<file path="src/rtl/batch_tid_dispatcher.sv">
// batch_tid_dispatcher: issues LANES consecutive thread IDs per handshake with per-lane (x,y,z) coordinates
module batch_tid_dispatcher #(
  parameter int TOTAL_TID = 512,
  parameter int LANES = 4,
  localparam int TID_W = $clog2(TOTAL_TID + 1)
) (
  input  logic                   clk,
  input  logic                   rst,
  input  logic                   start,
  input  logic                   clr,
  input  logic [TID_W-1:0]       max_tid,
  input  logic [TID_W-1:0]       ntid_x,
  input  logic [TID_W-1:0]       ntid_y,
  input  logic [TID_W-1:0]       ntid_z,
  output logic                   out_valid,
  input  logic                   out_ready,
  output logic [TID_W-1:0]       out_base_tid,
  output logic [LANES-1:0]       out_lane_mask,
  output logic [LANES*TID_W-1:0] out_tid_x,
  output logic [LANES*TID_W-1:0] out_tid_y,
  output logic [LANES*TID_W-1:0] out_tid_z,
  output logic                   busy,
  output logic                   done
);
  localparam int BW = TID_W + 1;
  typedef enum logic [1:0] {IDLE, RUN, DONE} state_t;
  state_t state, state_n;
  logic [BW-1:0] base;
  logic [TID_W-1:0] mx, nx, ny, nz, bx, by, bz, x, y, z;
  logic wx, wy, last, hs, launch;
  logic [LANES-1:0] mask;
  logic [LANES*TID_W-1:0] tx, ty, tz;
  assign out_valid = state == RUN;
  assign busy = state == RUN;
  assign done = state == DONE;
  assign hs = out_valid && out_ready;
  assign launch = !clr && state != RUN && start;
  assign last = base + BW'(LANES - 1) >= {1'b0, mx};
  assign out_base_tid = out_valid ? base[TID_W-1:0] : '0;
  assign out_lane_mask = mask;
  assign out_tid_x = tx;
  assign out_tid_y = ty;
  assign out_tid_z = tz;
  always_ff @(posedge clk)
    if (rst) state <= IDLE;
    else state <= state_n;
  always_comb
    state_n = clr ? IDLE : launch ? RUN : (hs && last) ? DONE : state;
  // Walk the coordinate chain lane by lane; after the loop x/y/z hold the next batch's base coords.
  always_comb begin
    x = bx;
    y = by;
    z = bz;
    wx = 1'b0;
    wy = 1'b0;
    mask = '0;
    tx = '0;
    ty = '0;
    tz = '0;
    for (int i = 0; i < LANES; i++) begin
      mask[i] = out_valid && (base + BW'(i) <= {1'b0, mx});
      if (mask[i]) begin
        tx[i*TID_W +: TID_W] = x;
        ty[i*TID_W +: TID_W] = y;
        tz[i*TID_W +: TID_W] = z;
      end
      wx = x == nx;
      wy = y == ny;
      z = (wx && wy) ? ((z == nz) ? '0 : z + 1'b1) : z;
      y = wx ? (wy ? '0 : y + 1'b1) : y;
      x = wx ? '0 : x + 1'b1;
    end
  end
  always_ff @(posedge clk)
    if (rst) begin
      base <= '0;
      {mx, nx, ny, nz, bx, by, bz} <= '0;
    end else if (launch) begin
      base <= '0;
      {mx, nx, ny, nz} <= {max_tid, ntid_x, ntid_y, ntid_z};
      {bx, by, bz} <= '0;
    end else if (!clr && hs && !last) begin
      base <= base + BW'(LANES);
      {bx, by, bz} <= {x, y, z};
    end
endmodule
</file>
<file path="config.mk">
export PLATFORM = sky130hd
export DESIGN_NAME = batch_tid_dispatcher
export DESIGN_NICKNAME = d
export VERILOG_FILES = /design/src/rtl/batch_tid_dispatcher.sv
export SDC_FILE = /design/constraint.sdc
export NUM_CORES = 1
export LEC_CHECK = 0
export ABC_AREA = 0
export CAP_MARGIN = 10
export CORE_MARGIN = 2
export CORE_UTILIZATION = 51
export CTS_CLUSTER_DIAMETER = 150
export DETAILED_ROUTE_END_ITERATION = 10
export PLACE_DENSITY = 0.8
export SYNTH_ARGS = -nofsm -noshare
export SYNTH_HDL_FRONTEND = slang
export SYNTH_SLANG_ARGS = --single-unit
</file>
<file path="constraint.sdc">
create_clock -name clk -period 5.44 [get_ports clk]
set_input_delay 0.544 -clock clk [delete_from_list [all_inputs] [get_ports clk]]
set_output_delay 0.544 -clock clk [all_outputs]
set_load 0.01 [all_outputs]
</file>
# Yosys cells after proc, flatten, opt, wreduce, memory -nomap -nowiden
# Index checks and enable logic that the tools add are counted.
[word_totals]
n_memories = 0
out_inout_bits = 137
register_bits = 83
romBits = 0
ram_bits = 0
latchBits = 0
inputBits = 45
[op_classes]
reduce_logical = 20
order_cmp = 5
shift = 0
muxes = 35
n_addsub = 16
div = 0
n_eq_ne = 15
n_bitwise = 0
multipliers = 0
[ops]
columns = ["op", "count"]
rows = [
  ["$mux 10", 33],
  ["$add 10x1->10 const B", 12],
  ["$eq 10x10->1", 12],
  ["$le 11x10->1", 4],
  ["$add 11x2->11 const B", 2],
  ["$logic_and 1x1->1", 14],
  ["$add 11x1->11 const B", 1],
  ["$add 11x3->11 const B", 1],
  ["$ge 11x10->1", 1],
  ["$reduce_or 2->1", 2],
  ["$reduce_or 3->1", 1],
  ["$eq 2x1->1 const B", 1],
  ["$eq 2x2->1 const B", 1],
  ["$logic_not 1->1", 2],
  ["$mux 1", 2],
  ["$ne 2x1->1 const B", 1],
  ["$reduce_bool 2->1", 1],
]

# Logic depth before layout (Yosys ltp)
[depth]
depth_word = 12
ltp_mapped = 30

# Worst setup path after synthesis
# OpenSTA, ideal clock, no wires.
[synth_timing]
path_type = "flip-flop to flip-flop"
startpoint = "reg bx[0]"
endpoint = "reg by[9]"
path_slack_ps = -290
t_arrival_ps = 5660
setup_ps = 70
path_stages_with_launch = 27
required_time_ps = 5370
path_buffers = 3
cell_sequence = "dfxtp_1 -> ha_1 -> nand3_2 -> or3_4 -> a2111o_1 -> a21oi_1 -> o22ai_1 -> or2_1 -> buf_2 -> buf_2 -> o21ai_0 -> inv_1 -> ha_1 -> inv_1 -> nor2_1 -> nand4_1 -> mux2i_1 -> a211oi_1 -> a2111oi_0 -> a22oi_1 -> or4_1 -> clkbuf_1 -> or4_1 -> nor3b_1 -> xnor2_1 -> nand3_1 -> a21oi_1"
[synth_between]
elab_chain_len = 11
word_cells_on_any_way = 23
cone_classes = "6 x add/sub; 7 x eq/ne; 10 x mux"
[synth_lines]
columns = ["item", "line", "text"]
rows = [
  ["from (decl)", "29", "logic [TID_W-1:0] mx, nx, ny, nz, bx, by, bz, x, y, z;"],
  ["from (signal assigned)", "84", "{bx, by, bz} <= {x, y, z};"],
  ["$eq 10x10->1", "67", "wx = x == nx;"],
  ["$mux 10", "70", "y = wx ? (wy ? '0 : y + 1'b1) : y;"],
  ["$add 10x1->10 or $eq 10x10->1 (tied branches)", "70, 68", ""],
  ["$mux 10 (2 in series)", "70", ""],
  ["$add 10x1->10 or $eq 10x10->1 (tied branches)", "70, 68", ""],
  ["$mux 10 (2 in series)", "70", ""],
  ["$add 10x1->10 or $eq 10x10->1 (tied branches)", "70, 68", ""],
  ["$mux 10", "70", ""],
  ["$mux 10 *", "70", ""],
  ["to (signal assigned)", "84", ""],
  ["to (decl)", "29", ""],
]
# Every way passes the cells marked *; elsewhere a longest branch is shown, timed or not.
# A chain may end at the register's enable or synchronous reset.

# Worst setup path after layout
[layout_timing]
startpoint = "reg nz[9]"
endpoint = "reg bz[2]"
[layout_between]
elab_chain_len = 12
word_cells_on_any_way = 15
cone_classes = "3 x add/sub; 4 x eq/ne; 8 x mux"
[layout_lines]
columns = ["item", "line", "text"]
rows = [
  ["from (decl)", "29", ""],
  ["from (signal assigned)", "80", "{mx, nx, ny, nz} <= {max_tid, ntid_x, ntid_y, ntid_z};"],
  ["$eq 10x10->1", "69", "z = (wx && wy) ? ((z == nz) ? '0 : z + 1'b1) : z;"],
  ["$mux 10 (2 in series)", "69", ""],
  ["$add 10x1->10 or $eq 10x10->1 (tied branches)", "69", ""],
  ["$mux 10 (2 in series)", "69", ""],
  ["$add 10x1->10 or $eq 10x10->1 (tied branches)", "69", ""],
  ["$mux 10 (2 in series)", "69", ""],
  ["$add 10x1->10 or $eq 10x10->1 (tied branches)", "69", ""],
  ["$mux 10", "69", ""],
  ["$mux 10 *", "69", ""],
  ["to (signal assigned)", "84", ""],
  ["to (decl)", "29", ""],
]
# Marked as above.

==> out/qor.yml <==
fin_cells: 2498
slowest_delay_ps: 550
peakVddDrop_uv: 270.6
place.port_buffers: 179
cpMostUsedCell: "buf_4"
grt_pass1_wl_mm: 85.19
slew-limit-headroom: 0.2041
drc: 0
synthCells: 1637
clock_sinks: 81
status: "finished, violations left"
ys_types: 112
cts_tree: "done"
fp.dieW_um: 152.9
grt_overflow: 0
finish.utilization: 0.8740
top_layer_used: "met5"
core_area_um2: 21820
antenna_found_initial: 3
root_buffer: "clkbuf_16"
syn_area_per_cell_um2: 6.909
grt_pass1_vias: 15220
fin_crit_ps: 5877
start_util: 0.5183
setup_slack_ps: -436.5
reg2reg_depth: 26
min_path_cells: 2
finalCritPeriodShare: 1.080
ys.flop_type: "dfxtp_1"
nFillCells: 1102
ant_nets: 0
gp_congestion: 1.098
clk-insertion-delay-late_ps: 350
clk_pin_slew_ps: 70
clockBufferDepth: 2
power_density_nw_per_um2: 168.3
critPathCaptureType: "flop"
htreeDepth: 3
synthesis.area_um2: 11310
yosys-top-cells-count: "nand2_1, nor2_1, a21oi_1, xnor2_1, dfxtp_1"
synth_top_area_frac: 0.1434
grt_setup_unrepaired: "true"
wl_met1_mm: 23.01
violations: "negative setup slack"
arrival_ps: 6080
crit_path_top_delay_cell: "or4_4"
leakagePower_nw: 7.530
die-area_um2: 23390
async_reset_ff_frac: 0
rows: 54
fin_nets: 2280
drtIter0Drc: 2789
synth.yosys.seq_area_share: 0.1434
cap_viol_max_count: 0
dpl.cell_count: 2363
crit_type: "reg2reg"
ioPinCount: 182
yosysMostFrequentCell: "nand2_1"
wirelength_mm: 62.88
critPathLaunchType: "flop"
r2r-start: "nz[9]"
synth_edf_count: 0
setup-violations-final: 35
slew_viol_final: 0
route.met2.wl_mm: 26.08
max_freq_mhz: 170.2
layout-drive-gt1-share: 0.4004
synth_top_area_cell: "dfxtp_1"
holdCritStartpoint: "mx[4]"
r2r_end: "bz[2]"
via_count: 16990
grt_util_all_layers: 0.4579
hold_viol_final: 0
cts_made_buffers: 9
ys_ff_latch: 81
critPathRequiredTime_ps: 5640
synthTopCellsByArea: "dfxtp_1, xnor2_1, nand2_1"
yosysWarnings: 0
dp_hpwl_mm: 41.89
met3_length_mm: 10.22
grt_max_degree: 44
hp-class: "reg2reg"
first_pass_iters: 7
wl_per_cell_um: 25.17
rrSetupSlack_ps: -440
die_h_um: 152.9
finalClockSkew_ps: 14.90
worstMarginPinSlew_ps: 1194
antenna_cells: 0
crit_fanout: 4
via_per_inst: 6.800
whs_endpoint: "mx[4]"
area_growth_pct: 68.63
-- critical path, delay by kind of cell, from the launching register on --
kind	cells	cell delay, ps
compound gates	10	2150
simple gates	7	1560
buf+inv	6	980
xor+xnor	2	490
flops	1	350
fa+ha+maj	1	200
-- stage by stage --
stage          instance area [µm²]  TNS (ps)  hold WS, ps  power [mW]  setup slack (ps)
2_1_floorplan                11440    -41.37        436.3       1.386            -41.37
6_report                     19070     -6841        455.7       3.211            -436.5
4_1_cts                      17450    -837.5        457.6       2.817            -168.6
3_3_place_gp                 15970     -3657        442.5       1.934            -321.9
5_1_grt                      19070    -10030        482.9       3.272            -566.0
3_5_place_dp                 15970     -6034        448.3       1.949            -381.2
-- worst max path at each step --
stage / start / endpoint / slack, ps / cells after the start
after global routing: nz[9] / bz[2] / -570 / 26
final: nz[9] / bz[2] / -440 / 26
after floorplan: bx[2] / by[9] / -40 / 26
after global placement: bx[4] / out_tid_z[38] / -320 / 19
after detailed placement: bx[4] / out_tid_z[38] / -380 / 19
after CTS: ny[1] / out_tid_z[38] / -170 / 21
-- power breakdown --
part / switching [mW] / internal [mW]
clock network: 0.282 / 0.374
registers: 0.0161 / 0.606
logic: 1.06 / 0.867
-- kinds of logic after synthesis --
kind of cell,share of synthesized area
XOR/XNOR,0.1017
other,0.0003315
multiplexers,0.01095
flip-flops,0.1434
AO/OA/AOI/OAI,0.2707
AND/OR/NAND/NOR,0.3598
buffers and inverters,0.08883
adder cells (fa/ha/maj),0.02434
-- timing repair --
| action | CTS | global route |
|---|---|---|
| gates resized for setup | 202 | 263 |
| hold buffers | 0 | 0 |
| endpoints found under the setup margin | 43 | 44 |
| cloned | 2 | 1 |
| pin swaps | 50 | 120 |
| buffers inserted | 53 | 71 |
| hold endpoints to repair | 0 | 0 |
-- sequential cells by signal, summed over array words and instances (netlist names) --
signal	cells
mx	10
ny	10
by	10
nz	10
bz	10
bx	10
nx	10
base	9
state	2
-- area by class of cell --
type	instances	area, µm²	area share
multi-input cells	1346	10420	0.5464
repair buffers	712	6087	0.3191
well taps	280	350.3	0.01837
clock inverters	6	73.82	0.003870
clock buffers	10	239.0	0.01253
inverters	63	242.7	0.01273
flip-flops and latches	81	1659	0.08698
-- per-layer routing --
metal,up-vias,GRT usage
li1,7095,-
met1,7890,0.6432
met2,1603,0.6831
met3,397,0.1143
met4,2,0.1570
met5,-,0
-- cell usage in the layout, fill, tap and decap left out, drive strengths merged, types with 58 or more instances in the layout --
cell type      netlist  routed
dfxtp               81      81
nand3               72      72
a21oi              103     103
and2                58      58
o21ai               59      59
xnor2               91      91
clkdlybuf4s50        0     159
inv                 62      63
nor2               181     181
nand2              188     188
buf                 78     539
No activity file was read; power rests on OpenSTA's default activity.
